===== config.mk =====
export PLATFORM = sky130hd
export DESIGN_NAME = pipe_buffer_skid
export DESIGN_NICKNAME = d
export VERILOG_FILES = /design/src/rtl/pipe_buffer_skid.sv
export SDC_FILE = /design/constraint.sdc
export NUM_CORES = 1
export LEC_CHECK = 0
export CORE_UTILIZATION = 49
export CTS_BUF_LIST = sky130_fd_sc_hd__clkbuf_16
export DETAILED_ROUTE_END_ITERATION = 10
export PLACE_DENSITY = 0.81
export SLEW_MARGIN = 20
export SYNTH_ARGS = -nofsm -noshare
export SYNTH_HDL_FRONTEND = slang
export SYNTH_SLANG_ARGS = --single-unit

===== constraint.sdc =====
create_clock -name clk -period 2.1 [get_ports clk]
set_input_delay 0.42 -clock clk [delete_from_list [all_inputs] [get_ports clk]]
set_output_delay 0.42 -clock clk [all_outputs]
set_load 0.005 [all_outputs]

===== src/rtl/pipe_buffer_skid.sv =====
// Two-entry skid buffer: registered o_ready, one-cycle latency, full throughput.
// Optional stall counter on o_stall_cnt when PIPE_BUFFER_STATS_EN is defined.
module pipe_buffer_skid #(
  parameter int DATA_W = 32,
  parameter int CNT_W  = 16
) (
  input  logic              clk,
  input  logic              rst_n,
  input  logic              i_valid,
  input  logic [DATA_W-1:0] i_data,
  output logic              o_ready,
  output logic              o_valid,
  output logic [DATA_W-1:0] o_data,
  input  logic              i_ready,
  input  logic              i_flush,
  output logic [1:0]        o_state
`ifdef PIPE_BUFFER_STATS_EN
  ,
  output logic [CNT_W-1:0]  o_stall_cnt
`endif
);

  // Handshake: a word moves on any edge where valid and ready are both high;
  // a producer keeps valid and data steady until that edge.
  // State encoding equals buffer occupancy, which o_state reports for debug.
  typedef enum logic [1:0] {
    EMPTY = 2'd0,
    ONE   = 2'd1,
    FULL  = 2'd2
  } state_e;

  state_e            state_q, state_d;
  logic [DATA_W-1:0] main_q, main_d;
  logic [DATA_W-1:0] skid_q, skid_d;
  logic              in_fire, out_fire;

  assign in_fire  = i_valid && o_ready;
  assign out_fire = o_valid && i_ready;

  always_ff @(posedge clk or negedge rst_n) begin
    if (!rst_n) begin
      state_q <= EMPTY;
      main_q  <= '0;
      skid_q  <= '0;
    end else begin
      state_q <= state_d;
      main_q  <= main_d;
      skid_q  <= skid_d;
    end
  end

  always_comb begin
    state_d = state_q;
    main_d  = main_q;
    skid_d  = skid_q;
    if (i_flush) begin
      // Flush only drops occupancy; stored words stay put so o_data holds.
      state_d = EMPTY;
    end else begin
      case (state_q)
        EMPTY: begin
          if (in_fire) begin
            state_d = ONE;
            main_d  = i_data;
          end
        end
        ONE: begin
          if (in_fire && !out_fire) begin
            state_d = FULL;
            skid_d  = i_data;
          end else if (out_fire && !in_fire) begin
            state_d = EMPTY;
          end else if (in_fire && out_fire) begin
            main_d = i_data;
          end
        end
        FULL: begin
          if (out_fire) begin
            state_d = ONE;
            main_d  = skid_q;
          end
        end
        default: state_d = EMPTY;
      endcase
    end
  end

  always_comb begin
    o_valid = (state_q != EMPTY);
    o_ready = (state_q != FULL);
    o_data  = main_q;
    o_state = state_q;
  end

`ifdef PIPE_BUFFER_STATS_EN
  logic [CNT_W-1:0] stall_cnt_q, stall_cnt_d;

  always_comb begin
    stall_cnt_d = stall_cnt_q;
    if (o_valid && !i_ready && (stall_cnt_q != {CNT_W{1'b1}})) begin
      stall_cnt_d = stall_cnt_q + {{(CNT_W-1){1'b0}}, 1'b1};
    end
  end

  always_ff @(posedge clk or negedge rst_n) begin
    if (!rst_n) begin
      stall_cnt_q <= '0;
    end else begin
      stall_cnt_q <= stall_cnt_d;
    end
  end

  assign o_stall_cnt = stall_cnt_q;
`endif

endmodule


==> reports/results.ini, run 1 <==
[outcome]
status = completed

[synthesis]
seq_area_frac_synth = 0.549
ys_warn_count = 0
syn_avg_cell_area_um2 = 16.0
ys_ff_latch = 66
syn_area_mm2 = 0.00301
syn_nets = 225
synth.distinct_cells = 20
synth_cells = 188

[sta]
post-route-min-period_ns = 1.95
setup_ws_ns = 0.149
hold_ws_ns = 0.0990
slew_headroom = 0.767
final-hold-violation-count = 0
setup_viol = 0
worst_clock_skew_ns = 0.00394
rsz0062_at_grt = false
tightest_slew_ns = 0.350
finalCritPeriodShare = 0.929
max_freq_mhz = 513
drv_slew = 0

[global_routing]
grt_pass1_vias = 1975
grtUsageTotal = 0.195
grt_max_degree = 67
grt_pass1_wl_mm = 9.38
grt_antenna_before_repair = 0
gr-total-overflow = 0

[layout]
area_delta_synth_final_pct = 37.6
drive_gt1_frac = 0.423
nNetsFinal = 306
fin_util = 0.699
n_antenna_cell = 0
stdcell_area_mm2 = 0.00414

[die]
rows = 28
die_w_um = 80.4
die_area_mm2 = 0.00646
top_level_ports = 73
core-area_mm2 = 0.00592
die_h_um = 80.4
initial_core_util = 0.508

[worst_setup_path]
cp-end-kind = primary output
critical_path_peak_fanout = 7
cp-start-kind = flip-flop
cp.arrival_ns = 1.53
worstReg2RegStart = o_state[1]
worstPathRequired_ns = 1.68
worstSetupPathType = flip-flop to primary output
setup.worst_path.start = o_state[0]

[pwr]
p_per_area_mw_per_mm2 = 1020
vdd_drop_max_uv = 637
p_total_uw = 4220
power.leakage_uw = 0.00172

[job]
drv_cap = 0

[min_path]
hold_path.class = input pin to asynchronous set/reset pin

[routing]
wirelength_mm = 5.56
wl_per_cell_um = 15.9
drt-initial-drc-count = 56
vias = 1809
drt-vias-per-instance = 5.18
drc = 0
first_pass_iters = 4
drtAntennaViolNets = 0

[clock_tree]
post_cts_buffers = 0
clk_latency_ns = 0.32
cts.path.max_buffers = 2
cts_made_buffers = 9
cts_max_level = 3
cts-resized-gates = 0
ctsHoldBuffers = 0
clk_pin_slew_ns = 0.06
cts_tree = yes
clock_sinks = 66
root_buffer = clkbuf_16

[placed_design]
dpl.hpwl_mm = 3.56
dpl_cell_area_mm2 = 0.00380
preCtsSetupSlack_ns = -0.0203
port-buffer-count = 72
gp_congestion = 0.688

[final cells by class]
class                           instances  area, µm²
Timing Repair Buffer                   80        813
Multi-Input combinational cell        111       1230
Inverter                                1       3.75
Fill cell                             423       1780
Sequential cell                        66       1650
Clock buffer                            9        225
Tap cell                               75       93.8
Clock inverter                          7        118
[cells in the mapped netlist, drive strengths merged]
library cell   n  area (µm²)
nor2b          2        17.5
a21oi          3        26.3
nand2          2        10.0
or2            1        6.26
dfrtp         66        1650
nand3b         1        7.51
inv            1        3.75
nand2b         1        6.26
buf           10         124
nor2           1        3.75
nor3           1        5.00
mux2          96        1110
nor3b          1        18.8
o21a           1        7.51
o22a           1        10.0
[critical path: stages, from the launching register on]
cell and delay [ns]:
dfrtp_1 0.46, or2_2 0.30, clkdlybuf4s50_1 0.45
[placed cells by master, fill, tap and decap left out, types with 2 or more instances in the layout]
cell type,instances
buf_12,3
mux2_1,11
clkdlybuf4s50_1,71
mux2_4,8
clkbuf_16,9
clkinvlp_4,2
dfrtp_1,66
buf_4,5
a21oi_1,2
bufinv_16,3
mux2_2,77
[metrics by stage]
stage               cells  TNS (ns)
CTS                   349         0
detailed placement    333    -0.480
finish                349         0
global route          349         0
floorplan             188         0
global placement      333   -0.0840
[logic make-up after synthesis]
group                  count (synthesis)  share of synthesized area
flip-flops                            66                      0.549
AND/OR/NAND/NOR                       10                     0.0250
AO/OA/AOI/OAI                          5                     0.0146
multiplexers                          96                      0.369
buffers and inverters                 11                     0.0424
[worst paths after layout]
path,end,slack [ns],depth (start not counted)
max,o_valid,0.15,2
min,o_data[29],0.1,2
max reg2reg,o_data[20],0.39,4
min reg2reg,skid_q[30],0.49,1
max in group asynchronous,o_state[1],1.71,2
min in group clk,skid_q[30],0.49,1
[report_power, final]
part | total (µW) | internal (µW) | leakage (µW) | switching, µW
Sequential | 1730 | 1580 | 0.000796 | 156
Clock | 1690 | 1160 | 0.000159 | 531
Combinational | 802 | 571 | 0.000769 | 231
[flip-flops by register name, summed over array words and instances, names as in the netlist]
signal / cells
o_state: 2
o_data: 32
skid_q: 32
[routing by layer]
metal	vias up	routed length (µm)	global-route usage
met5	-	0	0
met4	0	101	0.100
met3	10	250	0.0466
met2	43	2770	0.312
met1	913	2450	0.246
li1	843	-	-
No activity file was read; power rests on OpenSTA's default activity.
==> run 2: changes to the inputs <==
- CORE_MARGIN: unset -> 4
==> run 2 against run 1 <==
Effect of this change: first-iteration DRC count shrank 54%; via count grew 0.33%; non-clock buffer count grew 1; die area grew 15%; cell count is the same; maximum frequency grew 0.40%; critical path type unchanged; clock power shrank 11%; clock-buffer cell count is the same; design area shrank 0.24%; hold slack lost 0.067 ns; total power shrank 4.0%.
==> reports/results.ini, run 2 (synthesized netlist as in run 1, its figures left out) <==
[die]
die_area_mm2 = 0.00746  ; +15%
die_h_um = 86.4  ; +7.5%
rows = 28  ; unchanged
initial_core_util = 0.505  ; -0.00299
die_w_um = 86.4  ; +7.5%
top_level_ports = 73  ; unchanged
core-area_mm2 = 0.00596  ; +0.59%

[clock_tree]
cts.path.max_buffers = 2  ; unchanged
clk_pin_slew_ns = 0.05  ; about the same
cts_made_buffers = 9  ; unchanged
ctsHoldBuffers = 0  ; unchanged
post_cts_buffers = 0  ; unchanged
root_buffer = clkbuf_16
cts_max_level = 3  ; unchanged
cts-resized-gates = 0  ; unchanged
cts_tree = yes
clock_sinks = 66  ; unchanged
clk_latency_ns = 0.32  ; about the same

[routing]
first_pass_iters = 4  ; unchanged
drt-initial-drc-count = 26  ; -54%
drtAntennaViolNets = 0  ; unchanged
drc = 0  ; unchanged
wirelength_mm = 5.77  ; +3.8%
drt-vias-per-instance = 5.20  ; +0.33%
vias = 1815  ; +0.33%
wl_per_cell_um = 16.5  ; +3.8%

[sta]
worst_clock_skew_ns = 0.00581  ; +0.00188 ns
rsz0062_at_grt = false
slew_headroom = 0.719  ; -0.0474
max_freq_mhz = 515  ; +0.40%
finalCritPeriodShare = 0.925  ; -0.00373
setup_ws_ns = 0.157  ; +0.00782 ns
drv_slew = 0  ; unchanged
post-route-min-period_ns = 1.94  ; -0.00782 ns
tightest_slew_ns = 0.421  ; +0.0711 ns
setup_viol = 0  ; unchanged
final-hold-violation-count = 0  ; unchanged

[worst_setup_path]
worstPathRequired_ns = 1.68  ; about the same
worstSetupPathType = flip-flop to primary output
cp.arrival_ns = 1.52  ; about the same
critical_path_peak_fanout = 7  ; unchanged
cp-end-kind = primary output
cp-start-kind = flip-flop

[pwr]
p_per_area_mw_per_mm2 = 982  ; -3.7%
power.leakage_uw = 0.00173  ; +0.28%
vdd_drop_max_uv = 512  ; -20%

[global_routing]
gr-total-overflow = 0  ; unchanged
grt_pass1_wl_mm = 10.0  ; +7.1%
grt_max_degree = 51  ; -24%
grtUsageTotal = 0.175  ; -0.0206
grt_antenna_before_repair = 0  ; unchanged
grt_pass1_vias = 2057  ; +4.2%

[layout]
area_delta_synth_final_pct = 37.3
n_fill_cell = 423  ; unchanged
stdcell_area_mm2 = 0.00413  ; -0.24%
drive_gt1_frac = 0.412  ; -0.0109
n_antenna_cell = 0  ; unchanged
nNetsFinal = 307  ; +0.33%
final_cell_mix = 77 x mux2_2, 71 x clkdlybuf4s50_1, 66 x dfrtp_1
mostFrequentLayoutCell = mux2_2

[placed_design]
dpl_cell_area_mm2 = 0.00383  ; +0.86%
dpl.hpwl_mm = 4.11  ; +15%
port-buffer-count = 72  ; unchanged
preCtsSetupSlack_ns = -0.0157  ; +0.00456 ns
gp_congestion = 0.707  ; +2.8%

[job]
drv_cap = 0  ; unchanged

[min_path]
hold_path.class = input pin to asynchronous set/reset pin

[outcome]
status = completed

[run 2: area by class of cell]
cell class                      instances  area (µm²)  share of cell area
Multi-Input combinational cell        111        1230               0.299
Sequential cell                        66        1650               0.400
Clock buffer                            9         225              0.0545
Timing Repair Buffer                   81         846               0.205
Tap cell                               75        93.8              0.0227
Inverter                                1        3.75            0.000909
Clock inverter                          6        75.1              0.0182
[run 2: worst max-delay path, cell delays in order, from the launching register on]
cell and delay, ns:
dfrtp_1 0.45, or2_2 0.31, clkdlybuf4s50_1 0.44
[run 2: metal layers]
metal	global-route usage	routed length, µm	vias up	share of wire
li1	-	-	845	-
met1	0.222	2500	913	0.43
met2	0.284	2940	50	0.51
met3	0.0342	247	7	0.043
met4	0.0892	85	0	0.015
met5	0	0	-	0
[run 2: final timing paths]
check	to	cells past startpoint	slack (ns)	start
worst max-delay path	o_valid	2	0.16	o_state[1]
worst min-delay path	o_data[24]	1	0.03	rst_n
worst max register to register	o_data[16]	4	0.43	o_state[1]
worst min register to register	skid_q[4]	1	0.48	skid_q[4]
max in group asynchronous	skid_q[21]	2	1.47	rst_n
min in group clk	skid_q[4]	1	0.48	skid_q[4]
[run 2: per-stage QoR]
step	total power, µW	setup TNS [ns]	std cells	hold WS [ns]	util
global route	4250	0	349	0.0660	0.693
floorplan	2100	0	188	0.124	-
finish	4060	0	349	0.0317	0.693
detailed placement	2580	-0.0657	334	0.384	0.643
CTS	4100	0	349	0.0389	0.693
global placement	2530	0	334	0.370	0.643
[run 2: power breakdown]
part / total, µW / internal (µW) / switching [µW]
Clock: 1510 / 1010 / 493
Sequential: 1740 / 1580 / 159
Combinational: 810 / 576 / 234
Total: 4060 / 3170 / 885
==> run 3: changes to the inputs <==
- ABC_AREA: unset -> 0
- CORE_UTILIZATION: 49 -> 62
- DONT_BUFFER_PORTS: unset -> 1
- PLACE_DENSITY: 0.81 -> 0.8
==> run 3 against run 2 <==
Effect of this change: flip-flop and latch count did not move; worst setup slack improved by 0.12 ns; via count fell by 16%; core utilization rose by 1.4 points; design area fell by 19%; cell count fell by 23%; hold slack improved by 0.13 ns; die area fell by 19%; maximum frequency rose by 6.4%; critical path depth rose by 1; first-iteration DRC count rose by 27%; critical endpoint is now o_ready.
==> reports/results.ini, run 3 (synthesized netlist as in run 1, its figures left out) <==
[layout]
ff_latch_area_mm2 = 0.00165  ; unchanged
area_delta_synth_final_pct = 11.0
stdcell_count = 268  ; -23%
n_fill_cell = 315  ; -26%
drive_gt1_frac = 0.537  ; +0.125
multi_input_area_mm2 = 0.00123  ; unchanged
final_cell_mix = 77 x mux2_2, 66 x dfrtp_1, 11 x mux2_1
nNetsFinal = 233  ; -24%
n_antenna_cell = 0  ; unchanged
mostFrequentLayoutCell = mux2_2
fin_util = 0.707  ; +0.0135

[routing]
wl_per_cell_um = 19.5  ; +18%
first_pass_iters = 4  ; unchanged
drt-initial-drc-count = 33  ; +27%
drc = 0  ; unchanged
drt-vias-per-instance = 5.69  ; +9.3%
vias = 1524  ; -16%
wirelength_mm = 5.22  ; -9.6%
drtAntennaViolNets = 0  ; unchanged

[clock_tree]
clk_pin_slew_ns = 0.05  ; about the same
post_cts_buffers = 0  ; unchanged
cts.path.max_buffers = 2  ; unchanged
cts_made_buffers = 9  ; unchanged
cts_tree = yes
ctsHoldBuffers = 2  ; +2
clk_latency_ns = 0.32  ; about the same
cts_max_level = 3  ; unchanged
clock_sinks = 66  ; unchanged
cts-resized-gates = 0  ; unchanged
root_buffer = clkbuf_16

[sta]
post-route-min-period_ns = 1.83  ; -0.117 ns
slew_headroom = 0.789  ; +0.0700
hold_ws_ns = 0.160  ; +0.128 ns
setup_viol = 0  ; unchanged
max_freq_mhz = 548  ; +6.4%
tightest_slew_ns = 0.316  ; -0.105 ns
finalCritPeriodShare = 0.870  ; -0.0555
rsz0062_at_grt = false
drv_slew = 0  ; unchanged
final-hold-violation-count = 0  ; unchanged
worst_clock_skew_ns = 0.00476  ; -0.00106 ns
tns_ns = 0  ; unchanged

[die]
die_h_um = 77.7  ; -10%
die_area_mm2 = 0.00603  ; -19%
core-area_mm2 = 0.00472  ; -21%
rows = 25  ; -11%
die_w_um = 77.7  ; -10%
top_level_ports = 73  ; unchanged
initial_core_util = 0.637  ; +0.132

[outcome]
status = completed

[placed_design]
dpl.hpwl_mm = 3.59  ; -12%
gp_congestion = 0.697  ; -1.5%
dpl.cell_count = 250  ; -25%
port-buffer-count = 0  ; -100%

[worst_setup_path]
cp-start-kind = flip-flop
cp-end-kind = primary output
critical_path_peak_fanout = 21  ; +14
cp.arrival_ns = 1.41  ; -0.11 ns
reg2reg_depth = 4  ; unchanged
worstPathRequired_ns = 1.68  ; about the same
worstSetupPathType = flip-flop to primary output

[global_routing]
grt_pass1_vias = 1721  ; -16%
gr-total-overflow = 0  ; unchanged
grtUsageTotal = 0.190  ; +0.0156
grt_max_degree = 67  ; +31%
grt_antenna_before_repair = 0  ; unchanged
grt_pass1_wl_mm = 8.76  ; -13%

[pwr]
vdd_drop_max_uv = 673  ; +31%
p_total_uw = 3590  ; -11%
power.leakage_uw = 0.00142  ; -18%
p_per_area_mw_per_mm2 = 1080  ; +9.5%

[min_path]
hold_path.class = input pin to flip-flop
hold_depth = 1

[job]
drv_cap = 0  ; unchanged

## run 3: cell types whose count changed in the layout (fill, tap and decap cells not counted)
cell,previous run,this run
buf_12,5,1
clkdlybuf4s50_1,71,0
buf_2,1,0
bufinv_16,2,1
clkinv_1,2,4
dlygate4sd3_1,0,1
buf_16,0,1
## run 3: cell type report
class / count / area share
clock buffer: 9 / 0.0674
clock inverter: 7 / 0.0157
inverter: 1 / 0.00112
multi-input combinational: 111 / 0.370
sequential: 66 / 0.495
tap: 67 / 0.0251
timing repair buffer: 7 / 0.0262
## run 3: per-stage QoR
step                      setup slack (ns)  cell area (µm²)
after CTS                            0.246             3340
after floorplan                      0.541             3010
final                                0.274             3340
after global routing                 0.164             3340
after global placement               0.420             3020
after detailed placement             0.336             3020
## run 3: worst max-delay path, cell delays in order, from the launching register on
cell and delay, ns:
dfrtp_1 0.47, nor2b_4 0.20, buf_4 0.30, inv_1 0.12
## run 3: where the power goes
| group | switching (µW) | internal, µW |
|---|---|---|
| Combinational | 149 | 298 |
| Sequential | 192 | 1580 |
| Clock | 480 | 891 |
| Total | 821 | 2770 |
## run 3: final timing paths
check                           start          to  slack [ns]
setup / recovery           o_state[1]     o_ready        0.27
hold / removal                i_flush  o_state[0]        0.16
setup reg to reg           o_state[1]  o_data[21]        0.34
hold reg to reg             skid_q[4]   skid_q[4]        0.48
max in group asynchronous       rst_n  o_data[13]        1.20
min in group asynchronous       rst_n  skid_q[10]        0.64
## run 3: routing by layer
| metal | part of all wire | track usage |
|---|---|---|
| met5 | 0 | 0 |
| met3 | 0.098 | 0.0812 |
| met4 | 0.018 | 0.0907 |
| met1 | 0.39 | 0.229 |
| met2 | 0.49 | 0.295 |
